**src/rtl/dx_hazard_controller.sv**
```systemverilog
// dx_hazard_controller
// Decides the stall and flush controls at the D->X boundary of the pipeline.
// It detects load-use hazards between the instruction in decode and a load
// held in the D/X register, and it handles redirects (a taken branch or a
// jump) resolved in X. It also keeps saturating performance counters.
//
// Parameters:
//   LOAD_STALL    bubble cycles inserted per load-use hazard (1..15)
//   CNT_W         width of the performance counters
// Ports:
//   clk, rst      rising-edge clock, synchronous active-high reset
//   d_*           register usage of the instruction in decode
//   x_*           destination info of the D/X instruction, and the X redirect
//   pc_write_en   PC may update
//   fd_write_en   F/D register may load
//   fd_flush      F/D loads a NOP
//   dx_bubble     D/X loads zero controls
//   stall_cycles  saturating count of stall (bubble) cycles
//   flush_events  saturating count of accepted redirects
// The four control outputs are combinational, so a hazard stalls in the same
// cycle it is seen.
module dx_hazard_controller #(
  parameter int unsigned LOAD_STALL = 1,
  parameter int unsigned CNT_W      = 16
) (
  input  logic             clk,
  input  logic             rst,
  input  logic [4:0]       d_rs_addr,
  input  logic [4:0]       d_rt_addr,
  input  logic             d_uses_rs,
  input  logic             d_uses_rt,
  input  logic             x_mem_read,
  input  logic             x_reg_write,
  input  logic             x_reg_dst,
  input  logic [4:0]       x_rt_addr,
  input  logic [4:0]       x_rd_addr,
  input  logic             x_redirect,
  output logic             pc_write_en,
  output logic             fd_write_en,
  output logic             fd_flush,
  output logic             dx_bubble,
  output logic [CNT_W-1:0] stall_cycles,
  output logic [CNT_W-1:0] flush_events
);

  localparam int unsigned CNT_BITS = 4;
  // A single-cycle stall never needs the STALL state.
  localparam logic MULTI_STALL = (LOAD_STALL > 1);
  localparam logic [CNT_BITS-1:0] STALL_RELOAD = CNT_BITS'(LOAD_STALL - 1);

  typedef enum logic {
    ST_RUN   = 1'b0,
    ST_STALL = 1'b1
  } state_e;

  state_e              state_q, state_d;
  logic [CNT_BITS-1:0] cnt_q, cnt_d;
  logic [CNT_W-1:0]    stall_cycles_q, flush_events_q;

  logic [4:0] x_dest;
  logic       hz;
  logic       stall_c;

  // Load-use detection; r0 is hardwired, so it never creates a dependency.
  always_comb begin
    x_dest = x_reg_dst ? x_rd_addr : x_rt_addr;
    hz = x_mem_read && x_reg_write && (x_dest != 5'd0) &&
         ((d_uses_rs && (d_rs_addr == x_dest)) ||
          (d_uses_rt && (d_rt_addr == x_dest)));
  end

  // State register and stall down-counter.
  always_ff @(posedge clk) begin
    if (rst) begin
      state_q <= ST_RUN;
      cnt_q   <= '0;
    end else begin
      state_q <= state_d;
      cnt_q   <= cnt_d;
    end
  end

  // Next-state and control outputs; a redirect overrides any stall.
  always_comb begin
    state_d     = state_q;
    cnt_d       = cnt_q;
    stall_c     = 1'b0;
    pc_write_en = 1'b1;
    fd_write_en = 1'b1;
    fd_flush    = 1'b0;
    dx_bubble   = 1'b0;

    if (x_redirect) begin
      fd_flush  = 1'b1;
      dx_bubble = 1'b1;
      state_d   = ST_RUN;
      cnt_d     = '0;
    end else begin
      case (state_q)
        ST_RUN: begin
          if (hz) begin
            stall_c = 1'b1;
            if (MULTI_STALL) begin
              cnt_d   = STALL_RELOAD;
              state_d = ST_STALL;
            end
          end
        end
        ST_STALL: begin
          // Hazard is not re-checked here: the load has not moved yet.
          stall_c = 1'b1;
          cnt_d   = cnt_q - CNT_BITS'(1);
          if (cnt_q <= CNT_BITS'(1)) begin
            state_d = ST_RUN;
          end
        end
        default: begin
          state_d = ST_RUN;
          cnt_d   = '0;
        end
      endcase
    end

    if (stall_c) begin
      pc_write_en = 1'b0;
      fd_write_en = 1'b0;
      dx_bubble   = 1'b1;
    end

    // Hold the front end quiet and fill the pipe with NOPs during reset.
    if (rst) begin
      pc_write_en = 1'b0;
      fd_write_en = 1'b0;
      fd_flush    = 1'b1;
      dx_bubble   = 1'b1;
    end
  end

  // Saturating performance counters.
  always_ff @(posedge clk) begin
    if (rst) begin
      stall_cycles_q <= '0;
      flush_events_q <= '0;
    end else begin
      if (stall_c && (stall_cycles_q != {CNT_W{1'b1}})) begin
        stall_cycles_q <= stall_cycles_q + CNT_W'(1);
      end
      if (x_redirect && (flush_events_q != {CNT_W{1'b1}})) begin
        flush_events_q <= flush_events_q + CNT_W'(1);
      end
    end
  end

  assign stall_cycles = stall_cycles_q;
  assign flush_events = flush_events_q;

endmodule

```
**config.mk**
```make
export PLATFORM = sky130hd
export DESIGN_NAME = dx_hazard_controller
export DESIGN_NICKNAME = d
export VERILOG_FILES = /design/src/rtl/dx_hazard_controller.sv
export SDC_FILE = /design/constraint.sdc
export NUM_CORES = 1
export LEC_CHECK = 0
export BUFFER_PORTS_ARGS = -buffer_cell sky130_fd_sc_hd__buf_2
export CAP_MARGIN = 20
export CORE_MARGIN = 3
export CORE_UTILIZATION = 35
export DETAILED_ROUTE_END_ITERATION = 10
export SKIP_LAST_GASP = 1
export SYNTH_ARGS = -nofsm -noshare
export SYNTH_HDL_FRONTEND = slang
export SYNTH_SLANG_ARGS = --single-unit
```
**constraint.sdc**
```tcl
create_clock -name clk -period 2.3 [get_ports clk]
set_input_delay 0.46 -clock clk [delete_from_list [all_inputs] [get_ports clk]]
set_output_delay 0.46 -clock clk [all_outputs]
set_load 0.01 [all_outputs]
```
Word-level counts from Yosys, hierarchy flattened
Cells that the tools add are included.
W data, S select, Z words.
- bits in registers: 37
- bits of input ports: 28
- add/subtract/negate cells: 3
- magnitude comparators: 1
- equality and inequality tests: 4
- muxes and demuxes: 11
- bitwise logic cells: 1
- reduce and logical (&&, ||, !) cells: 11
- operators with widths (cell ; number):
    $add A16 B1 Y16 const B ; 2
    $ne A16 B16 Y1 const B ; 2
    $eq A5 B5 Y1 ; 2
    $mux W1 ; 9
    $logic_and A1 B1 Y1 ; 7
    $mux W5 ; 1
    $reduce_bool A5 Y1 ; 1
    $le A4 B1 Y1 const B ; 1
    $sub A4 B1 Y4 const B ; 1
    $reduce_or A3 Y1 ; 1
    $pmux W1 S2 ; 1
    $reduce_or A2 Y1 ; 1
    $logic_or A1 B1 Y1 ; 1
    $not A1 Y1 ; 1

Longest topological paths before layout
Gate-level depths: netlist of run 1.
- word-level depth: 10
- depth in mapped cells: 9
- gate-level depth less buffers: 7

Worst setup path after synthesis of run 1
Ideal clock, no wire load.
- path type: input port to flip-flop
- start point: input x_reg_dst
- end point: register stall_cycles_q[4], in the netlist stall_cycles[4]
- arrival: 2.260 ns
- required time: 2.179 ns
- slack: -0.081 ns
- stages: 9
- buffers on the path: 2
- cells stage by stage: buf_6 > mux2i_2 > xnor2_1 > nor4_4 > a41oi_2 > and2_4 > buf_6 > nor3_1 > mux2_2
- word-level cells in the longest chain between the ends: 9
- ends and longest elaborated chain (element ; RTL line ; RTL):
    start, declared ; 34 ; input logic x_reg_dst,
    $mux W5 * ; 66 ; x_dest = x_reg_dst ? x_rd_addr : x_rt_addr;
    $eq A5 B5 Y1, on equally long branches ; 68, 69 ;
    $logic_and A1 B1 Y1, on equally long branches ; 68, 69 ;
    $logic_or A1 B1 Y1 ; 68 ; ((d_uses_rs && (d_rs_addr == x_dest)) ||
    $logic_and A1 B1 Y1 * ; 67 ; hz = x_mem_read && x_reg_write && (x_dest != 5'd0) &&
    $mux W1 * ; 101 ; if (hz) begin
    $pmux W1 S2 * ; 99 ; case (state_q)
    $mux W1 * ; 93 ; if (x_redirect) begin
    $logic_and A1 B1 Y1 * ; 145 ; if (stall_c && (stall_cycles_q != {CNT_W{1'b1}})) begin
    end signal, assigned ; 146 ; stall_cycles_q <= stall_cycles_q + CNT_W'(1);
    end, declared ; 58 ; logic [CNT_W-1:0] stall_cycles_q, flush_events_q;
Mark *: on every way between the ends. The rest lies on a longest branch, timed or not.
A chain may end at the register's enable or synchronous reset.

Worst setup path in the final report of run 1
- start point: input x_rd_addr[1]
- end point: output pc_write_en
- word-level cells in the longest chain between the ends: 10
- ends and longest elaborated chain (element ; RTL line ; RTL):
    start, declared ; 36 ; input logic [4:0] x_rd_addr,
    $mux W5 * ; 66 ;
    $eq A5 B5 Y1, on equally long branches ; 68, 69 ;
    $logic_and A1 B1 Y1, on equally long branches ; 68, 69 ;
    $logic_or A1 B1 Y1 ; 68 ;
    $logic_and A1 B1 Y1 * ; 67 ;
    $mux W1 * ; 101 ;
    $pmux W1 S2 * ; 99 ;
    $mux W1 * ; 93 ;
    $mux W1 * ; 124 ; if (stall_c) begin
    $mux W1 * ; 131 ; if (rst) begin
    end, declared ; 38 ; output logic pc_write_en,
Marked as above.

==> insert_results.sql, run 1 <==
INSERT INTO impl_metrics (metric_group, metric, value, unit) VALUES
('final_layout', 'n_fill_cell', '555', ''),
('synth', 'syn-mean-instance-area', '8.42', 'µm²'),
('critical_path', 'timing.critical_path.fanout_max', '3', ''),
('synth', 'post_synth_instance_area', '2020', 'µm²'),
('sta', 'fmax', '0.415', 'GHz'),
('placement', 'routabilityCongestion', '0.824', ''),
('synth', 'yosys_warnings', '0', ''),
('synth', 'syn_nets', '272', ''),
('global_routing', 'grtUsageTotal', '0.153', ''),
('floorplanning', 'floorplan.initialDensity', '0.365', ''),
('critical_path', 'critical_path_buf_inv_count', '3', ''),
('synth', 'postSynth.topFlopCell', 'sky130_fd_sc_hd__dfxtp_1', ''),
('drt', 'avgViaCountPerCell', '4.96', ''),
('floorplanning', 'ios', '64', ''),
('sta', 'rsz0062_at_grt', 'true', ''),
('drt', 'detail_route.iter0.violations', '59', ''),
('global_routing', 'residual_overflow_from_global_routing', '0', ''),
('sta', 'timing.clock.skew', '3.98', 'ps'),
('synth', 'synth_top_cells_by_count', '37 x sky130_fd_sc_hd__dfxtp_1, 26 x sky130_fd_sc_hd__nor2_1, 20 x sky130_fd_sc_hd__nand2_1, 14 x sky130_fd_sc_hd__a21oi_1, 14 x sky130_fd_sc_hd__xnor2_1', ''),
('sta', 'slew-limit-headroom', '0.531', ''),
('placement', 'placed_cell_area', '2580', 'µm²'),
('floorplanning', 'die_area', '6720', 'µm²'),
('clock_tree', 'cts.root.buffer_cell', 'sky130_fd_sc_hd__clkbuf_8', ''),
('drt', 'drt_drc_violations_left', '0', ''),
('status', 'status', 'finished, violations left', ''),
('critical_path', 'crit_path_end_kind', 'output pin', ''),
('synth', 'synth_enable_flop_cells', '0', ''),
('clock_tree', 'cts.sink_count', '37', ''),
('sta', 'layout_worst_path_cycle_share', '1.05', ''),
('clock_tree', 'cts.clk_slew.worst_paths', '60', 'ps'),
('synth', 'ys_async_sr_fraction', '0', ''),
('min_path', 'worst_hold_path_type', 'flip-flop to flip-flop', ''),
('final_layout', 'post_route_cells_drive_above_1_share', '0.349', ''),
('synth', 'synth_largest_area_cell', 'sky130_fd_sc_hd__dfxtp_1', ''),
('sta', 'finalWorstSetupSlack', '-107', 'ps'),
('final_layout', 'area.sequential', '741', 'µm²'),
('final_layout', 'stdcell_area', '2760', 'µm²'),
('clock_tree', 'cts_inserted_buffers', '5', ''),
('pwr', 'static-leakage-power', '1.13', 'nW'),
('sta', 'hold_viol', '0', ''),
('critical_path', 'slowest_stage', 'sky130_fd_sc_hd__or4b_4', ''),
('synth', 'post_synth_num_cell_types', '45', ''),
('final_layout', 'finish.utilization', '0.497', ''),
('pwr', 'power.density_cell_area', '458', 'nW/µm²'),
('floorplanning', 'core-area', '5540', 'µm²'),
('synth', 'netlist_top_cells_area', 'sky130_fd_sc_hd__dfxtp_1 37%, sky130_fd_sc_hd__xnor2_1 6.1%, sky130_fd_sc_hd__nor2_1 4.8%', ''),
('drt', 'totalWireLength', '4.88', 'mm'),
('floorplanning', 'die_width', '82.0', 'µm'),
('global_routing', 'grt_antenna_before_repair', '0', ''),
('floorplanning', 'rows', '27', ''),
('critical_path', 'crit_family', 'simple AND/OR/NAND/NOR gates', ''),
('final_layout', 'antennaDiodeCount', '0', ''),
('drt', 'wire_per_inst', '12.4', 'µm'),
('final_layout', 'finish.net_count', '353', ''),
('clock_tree', 'cts_max_path_buffers', '2', ''),
('synth', 'ys_seq_area_frac', '0.366', ''),
('final_layout', 'finish.cell_count_without_fillers', '393', ''),
('sta', 'setup_viol_count_final', '2', ''),
('synth', 'synthesis.instances', '240', ''),
('sta', 'finalCriticalPeriod', '2410', 'ps'),
('synth', 'yosys.cell_count.top_type', 'sky130_fd_sc_hd__dfxtp_1', ''),
('critical_path', 'timing.critical_path.cells', 'buf_6, or4b_4, nor3_4, nor3_2, nand4_1, buf_4, nand2_1, nor2_2, buf_2', ''),
('critical_path', 'critical_path_class', 'input port to output pin', ''),
('status', 'failed_checks', 'negative setup slack', ''),
('pwr', 'irDropWorstVdd', '0.000276', 'V'),
('final_layout', 'multi_input_comb_area', '1300', 'µm²'),
('clock_tree', 'clock_tree_from_tritoncts', 'built', ''),
('placement', 'detailed_place_hpwl', '3.72', 'mm'),
('drt', 'first_pass_iters', '4', ''),
('floorplanning', 'die_height', '82.0', 'µm'),
('critical_path', 'timing.critical_path.slowest_cell_delay', '540', 'ps');
[state kept, by name (all words and copies together) (netlist names)]
register	cells
flush_events	16
cnt_q	4
state_q	1
stall_cycles	16
[power by group]
part	internal, W	total [W]	switching (W)
sequential	0.000644	0.000648	0.00000405
combinational	0.0000800	0.000159	0.0000795
clock	0.000238	0.000455	0.000217
total	0.000962	0.00126	0.000301
[placed cells by master, fill, tap and decap left out, types with 4 or more instances in the layout]
cell,count
sky130_fd_sc_hd__nand4_1,10
sky130_fd_sc_hd__and3_1,6
sky130_fd_sc_hd__nand3_1,9
sky130_fd_sc_hd__mux2i_4,5
sky130_fd_sc_hd__xnor2_1,12
sky130_fd_sc_hd__buf_4,20
sky130_fd_sc_hd__nand2_1,20
sky130_fd_sc_hd__xor2_1,11
sky130_fd_sc_hd__clkbuf_8,6
sky130_fd_sc_hd__inv_1,8
sky130_fd_sc_hd__ha_1,4
sky130_fd_sc_hd__o21ai_0,9
sky130_fd_sc_hd__dfxtp_1,37
sky130_fd_sc_hd__a21oi_1,12
sky130_fd_sc_hd__nor2_1,25
sky130_fd_sc_hd__or3_1,8
sky130_fd_sc_hd__buf_2,60
sky130_fd_sc_hd__or4_1,4
sky130_fd_sc_hd__nor2b_1,4
sky130_fd_sc_hd__nand2b_1,4
[worst min-delay path: stages (launching register included)]
cell                       delay [ps]
sky130_fd_sc_hd__dfxtp_1          320
sky130_fd_sc_hd__nor2_1            80
sky130_fd_sc_hd__a211oi_1          50
[area by class of cell]
cell class | instances | area share
multi-input cells | 185 | 0.473
flip-flops and latches | 37 | 0.269
repair buffers | 84 | 0.183
well taps | 72 | 0.0327
clock buffers | 7 | 0.0313
inverters | 8 | 0.0109
[repair_timing]
action                     4_1_cts  5_1_grt
setup endpoints to repair        3       11
cloned                           0        0
setup buffers                    3        3
resized for setup                8        6
pin swaps                        7        9
[final timing paths]
| path | from | endpoint | slack [ps] | depth (start not counted) |
|---|---|---|---|---|
| hold / removal | cnt_q[1] | cnt_q[1] | 490 | 2 |
| hold reg to reg | cnt_q[1] | cnt_q[1] | 490 | 2 |
| setup / recovery | x_rd_addr[1] | pc_write_en | -110 | 9 |
| setup reg to reg | stall_cycles[2] | stall_cycles[15] | 300 | 6 |
[per-stage QoR]
step	total power (W)	setup WS (ps)	TNS [ps]
final	0.00126	-107	-213
after global routing	0.00131	-183	-470
after CTS	0.00127	-141	-283
after detailed placement	0.000815	-226	-2840
after global placement	0.000813	-219	-2700
after floorplan	0.000753	-1.79	-1.79
[kinds of logic after synthesis]
| group | share of synthesized area |
|---|---|
| and+or+nand+nor | 0.298 |
| AOI/OAI and AO/OA | 0.114 |
| DFF | 0.366 |
| xor gates and xnor gates | 0.108 |
| buffers and inverters | 0.0433 |
| muxes | 0.0446 |
| adders and majority gates | 0.0248 |
[per-layer routing]
metal	track usage	vias to the layer above	share of wire
met4	0.0648	0	0.014
met3	0.0307	7	0.046
met5	0	-	0
met2	0.254	43	0.48
li1	-	1016	-
met1	0.191	885	0.46
No activity file was read; power rests on OpenSTA's default activity.
==> run 2, diff against run 1 <==
Settings changed: RECOVER_POWER set to 25.
==> insert_results.sql, run 2 (synthesis gave the netlist of run 1 again) <==
INSERT INTO impl_metrics (metric_group, metric, value, unit) VALUES
('sta', 'rsz0062_at_grt', 'true', ''),
('final_layout', 'final_cell_mix', '49 x sky130_fd_sc_hd__buf_2, 37 x sky130_fd_sc_hd__dfxtp_1, 25 x sky130_fd_sc_hd__nor2_1', ''),
('placement', 'detailed_place_hpwl', '3.72', 'mm'),
('drt', 'avgViaCountPerCell', '4.96', ''),
('critical_path', 'crit_path_end_kind', 'output pin', ''),
('sta', 'slew-limit-headroom', '0.531', ''),
('floorplanning', 'ios', '64', ''),
('global_routing', 'grtUsageTotal', '0.153', ''),
('clock_tree', 'clock_tree_from_tritoncts', 'built', ''),
('pwr', 'irDropWorstVdd', '0.000276', 'V'),
('drt', 'drt_drc_violations_left', '0', ''),
('global_routing', 'residual_overflow_from_global_routing', '0', ''),
('pwr', 'power.density_cell_area', '460', 'nW/µm²'),
('global_routing', 'grt_max_degree', '24', ''),
('critical_path', 'timing.critical_path.slowest_cell_delay', '540', 'ps'),
('clock_tree', 'cts.clk_slew.worst_paths', '60', 'ps'),
('drt', 'first_pass_iters', '4', ''),
('drt', 'wire_per_inst', '12.4', 'µm'),
('global_routing', 'grt_antenna_before_repair', '0', ''),
('min_path', 'worst_hold_path_type', 'flip-flop to flip-flop', ''),
('status', 'status', 'finished, violations left', ''),
('critical_path', 'worstPathRequired', '1840', 'ps'),
('sta', 'timing.clock.skew', '3.97', 'ps'),
('floorplanning', 'rows', '27', ''),
('floorplanning', 'die_width', '82.0', 'µm'),
('final_layout', 'area_growth_syn_to_layout', '35.6', '%'),
('pwr', 'fin_total_pwr', '0.00126', 'W'),
('sta', 'fmax', '0.415', 'GHz'),
('floorplanning', 'core-area', '5540', 'µm²'),
('clock_tree', 'worstSkewPairLatency', '290', 'ps'),
('clock_tree', 'cts.root.buffer_cell', 'sky130_fd_sc_hd__clkbuf_8', ''),
('sta', 'tns', '-213', 'ps'),
('final_layout', 'layout_commonest_cell', 'sky130_fd_sc_hd__buf_2', ''),
('pwr', 'static-leakage-power', '1.09', 'nW'),
('floorplanning', 'die_area', '6720', 'µm²'),
('sta', 'whs', '494', 'ps'),
('global_routing', 'grt_pass1_wl', '8.07', 'mm'),
('clock_tree', 'cts-htree-levels', '2', ''),
('drt', 'detail_route.iter0.violations', '68', ''),
('critical_path', 'critical_path_buf_inv_count', '3', ''),
('clock_tree', 'cts_inserted_buffers', '5', ''),
('status', 'failed_checks', 'negative setup slack', ''),
('critical_path', 'crit_arrival', '1950', 'ps'),
('sta', 'hold_viol', '0', ''),
('final_layout', 'antennaDiodeCount', '0', ''),
('critical_path', 'critical_path_class', 'input port to output pin', ''),
('floorplanning', 'die_height', '82.0', 'µm'),
('drt', 'antenna_left', '0', ''),
('final_layout', 'finish.net_count', '353', ''),
('global_routing', 'vias_in_the_first_global_route', '1865', ''),
('critical_path', 'timing.critical_path.from_type', 'input port', ''),
('sta', 'tightest_pin_transition', '698', 'ps'),
('sta', 'layout_worst_path_cycle_share', '1.05', ''),
('critical_path', 'timing.critical_path.cells', 'buf_6, or4b_4, nor3_4, nor3_2, nand4_1, buf_4, nand2_1, nor2_2, buf_2', ''),
('sta', 'final-max-slew-violation-count', '0', ''),
('critical_path', 'timing.critical_path.fanout_max', '3', ''),
('critical_path', 'slowest_stage', 'sky130_fd_sc_hd__or4b_4', ''),
('clock_tree', 'hold_buffers', '0', ''),
('placement', 'place.detailed.instances', '382', ''),
('placement', 'i_o_buffers', '63', ''),
('critical_path', 'crit_family', 'simple AND/OR/NAND/NOR gates', ''),
('sta', 'finalCriticalPeriod', '2410', 'ps'),
('sta', 'setup_viol_count_final', '2', ''),
('floorplanning', 'floorplan.initialDensity', '0.365', ''),
('final_layout', 'finish.cell_count_without_fillers', '393', ''),
('sta', 'finalWorstSetupSlack', '-107', 'ps'),
('placement', 'routabilityCongestion', '0.824', ''),
('final_layout', 'post_route_cells_drive_above_1_share', '0.315', ''),
('clock_tree', 'cts_max_path_buffers', '2', ''),
('drt', 'vias', '1951', ''),
('job', 'max_cap_violations', '0', ''),
('drt', 'totalWireLength', '4.89', 'mm'),
('clock_tree', 'cts.sink_count', '37', '');
-- run 2: where the power goes --
part | internal (W) | total [W] | switching (W)
logic | 0.0000796 | 0.000159 | 0.0000795
registers | 0.000644 | 0.000648 | 0.00000410
clock network | 0.000238 | 0.000454 | 0.000217
total | 0.000961 | 0.00126 | 0.000300
-- run 2: final cells by class --
cell class / instances / area, µm²
fillers: 556 / 2800
clock buffers: 7 / 86.3
multi-input cells: 185 / 1300
well taps: 72 / 90.1
flip-flops and latches: 37 / 741
repair buffers: 84 / 490
inverters: 8 / 30.0
-- run 2: timing repair --
item	CTS	global route
setup endpoints to repair	3	11
pin swaps	7	9
buffers inserted	3	3
resized for setup	8	6
-- run 2: metal layers --
layer	share of wire	global-route usage	wire [µm]	up-vias
li1	-	-	-	1015
met1	0.46	0.191	2230	882
met2	0.48	0.254	2340	47
met3	0.050	0.0307	242	7
met4	0.014	0.0648	70	0
met5	0	0	0	-
-- run 2: path summary, 6_finish.rpt --
path                         from               end  slack (ps)  cells after the start
setup / recovery     x_rd_addr[1]       pc_write_en        -110                      9
hold / removal           cnt_q[1]          cnt_q[1]         490                      2
setup reg to reg  stall_cycles[2]  stall_cycles[15]         310                      6
hold reg to reg          cnt_q[1]          cnt_q[1]         490                      2
-- run 2: metrics by stage --
stage          cell area, µm²  worst slack, ps   util
6_report                 2740             -107  0.495
4_1_cts                  2700             -141  0.487
2_1_floorplan            2100            -1.79      -
3_5_place_dp             2580             -226  0.466
5_1_grt                  2740             -183  0.495
3_3_place_gp             2580             -219  0.466
-- run 2: tightest hold or removal path, delay by kind of cell, from the launching register on --
kind	cells	cell delay, ps
flops	1	320
simple gates	1	80
compound gates	1	50
==> run 3, diff against run 2 <==
Settings changed: CELL_PAD_IN_SITES_DETAIL_PLACEMENT set to 0, CELL_PAD_IN_SITES_GLOBAL_PLACEMENT set to 1, CORE_UTILIZATION 35 to 33, PLACE_DENSITY_LB_ADDON set to 0.1.
==> insert_results.sql, run 3 (synthesis gave the netlist of run 1 again) <==
INSERT INTO impl_metrics (metric_group, metric, value, unit) VALUES
('final_layout', 'layout_commonest_cell', 'sky130_fd_sc_hd__buf_2', ''),
('critical_path', 'worst-r2r-cell-count', '6', ''),
('critical_path', 'crit_arrival', '1940', 'ps'),
('final_layout', 'multi_input_comb_area', '1380', 'µm²'),
('floorplanning', 'core-area', '5710', 'µm²'),
('sta', 'whs', '454', 'ps'),
('global_routing', 'grt_pass1_wl', '8.42', 'mm'),
('clock_tree', 'hold_buffers', '0', ''),
('status', 'failed_checks', 'negative setup slack', ''),
('global_routing', 'residual_overflow_from_global_routing', '0', ''),
('sta', 'hold_viol', '0', ''),
('global_routing', 'grt_antenna_before_repair', '0', ''),
('final_layout', 'post_route_cells_drive_above_1_share', '0.353', ''),
('drt', 'first_pass_iters', '4', ''),
('placement', 'routabilityCongestion', '0.761', ''),
('pwr', 'irDropWorstVdd', '0.000291', 'V'),
('sta', 'finalCriticalPeriod', '2400', 'ps'),
('sta', 'tightest_pin_transition', '627', 'ps'),
('pwr', 'fin_total_pwr', '0.00140', 'W'),
('placement', 'i_o_buffers', '63', ''),
('final_layout', 'antennaDiodeCount', '0', ''),
('clock_tree', 'cts.clk_slew.worst_paths', '70', 'ps'),
('sta', 'slew-limit-headroom', '0.579', ''),
('drt', 'wire_per_inst', '12.9', 'µm'),
('final_layout', 'finish.net_count', '362', ''),
('floorplanning', 'ios', '64', ''),
('floorplanning', 'floorplan.initialDensity', '0.354', ''),
('critical_path', 'worstReg2RegEnd', 'stall_cycles[11]', ''),
('min_path', 'min_delay_worst_endpoint', 'stall_cycles[13]', ''),
('final_layout', 'area.sequential', '741', 'µm²'),
('critical_path', 'most_frequent_cell_on_critical_path', 'sky130_fd_sc_hd__buf_12', ''),
('critical_path', 'worstPathRequired', '1840', 'ps'),
('clock_tree', 'cts_max_path_buffers', '2', ''),
('placement', 'dpl_worst_slack', '-253', 'ps'),
('final_layout', 'n_fill_cell', '549', ''),
('clock_tree', 'cts.sink_count', '37', ''),
('final_layout', 'final_cell_mix', '50 x sky130_fd_sc_hd__buf_2, 37 x sky130_fd_sc_hd__dfxtp_1, 26 x sky130_fd_sc_hd__buf_4', ''),
('pwr', 'power.density_cell_area', '481', 'nW/µm²'),
('placement', 'detailed_place_hpwl', '3.70', 'mm'),
('min_path', 'hold_depth', '2', ''),
('drt', 'antenna_left', '0', ''),
('critical_path', 'timing.critical_path.slowest_cell_delay', '330', 'ps'),
('clock_tree', 'cts_inserted_buffers', '5', ''),
('sta', 'timing.clock.skew', '2.72', 'ps'),
('sta', 'rsz0062_at_grt', 'true', ''),
('global_routing', 'grt_max_degree', '25', ''),
('critical_path', 'critical_path_class', 'input port to output pin', ''),
('floorplanning', 'die_width', '84.3', 'µm'),
('critical_path', 'crit_path_end_kind', 'output pin', ''),
('drt', 'detail_route.iter0.violations', '76', ''),
('final_layout', 'area_growth_syn_to_layout', '44.1', '%'),
('critical_path', 'timing.critical_path.from_type', 'input port', ''),
('clock_tree', 'worstSkewPairLatency', '280', 'ps'),
('status', 'status', 'finished, violations left', ''),
('critical_path', 'crit_family', 'simple AND/OR/NAND/NOR gates', ''),
('critical_path', 'timing.critical_path.cells', 'buf_12, buf_12, mux2i_4, xnor2_1, nor4_2, nand4_1, buf_4, nand2_4, nor2_4, buf_2', ''),
('sta', 'fmax', '0.417', 'GHz'),
('min_path', 'min-delay-start', 'rst', ''),
('drt', 'avgViaCountPerCell', '4.87', ''),
('critical_path', 'slowest_stage', 'sky130_fd_sc_hd__nor4_2', ''),
('floorplanning', 'rows', '27', ''),
('sta', 'layout_worst_path_cycle_share', '1.04', ''),
('sta', 'finalWorstSetupSlack', '-95.3', 'ps'),
('drt', 'totalWireLength', '5.18', 'mm'),
('pwr', 'static-leakage-power', '1.18', 'nW'),
('min_path', 'worst_hold_path_type', 'input port to flip-flop', ''),
('drt', 'drt_drc_violations_left', '0', ''),
('global_routing', 'grtUsageTotal', '0.142', ''),
('critical_path', 'critical_path.reg2reg.startpoint', 'stall_cycles[2]', ''),
('global_routing', 'vias_in_the_first_global_route', '1818', ''),
('critical_path', 'critical_path_buf_inv_count', '4', ''),
('sta', 'setup_viol_count_final', '4', ''),
('job', 'max_cap_violations', '0', ''),
('floorplanning', 'die_height', '84.3', 'µm'),
('clock_tree', 'cts.root.buffer_cell', 'sky130_fd_sc_hd__clkbuf_8', ''),
('clock_tree', 'clock_tree_from_tritoncts', 'built', ''),
('clock_tree', 'cts-htree-levels', '2', ''),
('critical_path', 'timing.critical_path.fanout_max', '7', ''),
('critical_path', 'rrSetupSlack', '250', 'ps'),
('floorplanning', 'die_area', '7100', 'µm²'),
('sta', 'final-max-slew-violation-count', '0', ''),
('drt', 'vias', '1962', '');
## run 3: cell count changes in the layout (fill, tap and decap cells not counted), moves of 2 or more
cell | previous run | this run
sky130_fd_sc_hd__buf_4 | 20 | 26
sky130_fd_sc_hd__a21oi_2 | 2 | 4
sky130_fd_sc_hd__a21oi_1 | 12 | 10
sky130_fd_sc_hd__nor3_2 | 3 | 0
sky130_fd_sc_hd__xnor2_1 | 12 | 10
sky130_fd_sc_hd__nor3_4 | 1 | 4
sky130_fd_sc_hd__buf_6 | 3 | 1
sky130_fd_sc_hd__buf_12 | 1 | 3
sky130_fd_sc_hd__xnor2_2 | 2 | 4
## run 3: timing repair
item | in CTS | in global routing
endpoints found under the setup margin | 3 | 18
setup buffers | 9 | 4
pin swaps | 7 | 16
gates resized for setup | 7 | 19
gates cloned | 0 | 1
## run 3: where the power goes
| part | internal (W) | switching [W] | total (W) |
|---|---|---|---|
| logic | 0.0000910 | 0.0000852 | 0.000176 |
| registers | 0.000644 | 0.00000413 | 0.000648 |
| clock network | 0.000353 | 0.000224 | 0.000577 |
| total | 0.00109 | 0.000313 | 0.00140 |
## run 3: worst max-delay path by stage
stage / endpoint / startpoint / cells past startpoint
after floorplan: pc_write_en / x_reg_dst / 8
after global placement: stall_cycles[15] / x_reg_dst / 9
after detailed placement: stall_cycles[11] / x_reg_dst / 9
after CTS: fd_write_en / x_reg_dst / 10
after global routing: pc_write_en / x_rt_addr[1] / 8
final: fd_write_en / x_reg_dst / 10
## run 3: layer usage
metal,track usage,vias to the layer above,wire [µm]
li1,-,1039,-
met1,0.191,882,2540
met2,0.220,36,2360
met3,0.0471,5,242
met4,0.0365,0,45
met5,0,-,0
## run 3: metrics by stage
step / cell area (µm²) / utilization / TNS [ps] / instances
floorplan: 2100 / - / -1.79 / 240
global placement: 2580 / 0.452 / -3030 / 382
detailed placement: 2580 / 0.452 / -3010 / 382
CTS: 2820 / 0.495 / -753 / 399
global route: 2910 / 0.510 / -801 / 403
finish: 2910 / 0.510 / -263 / 403
## run 3: layout make-up
type                            instances  share of cell area
Multi-Input combinational cell        186               0.472
Timing Repair Buffer                   92               0.193
Clock buffer                            7              0.0296
Tap cell                               72              0.0309
Inverter                                8              0.0103
Clock inverter                          1              0.0103
Sequential cell                        37               0.254
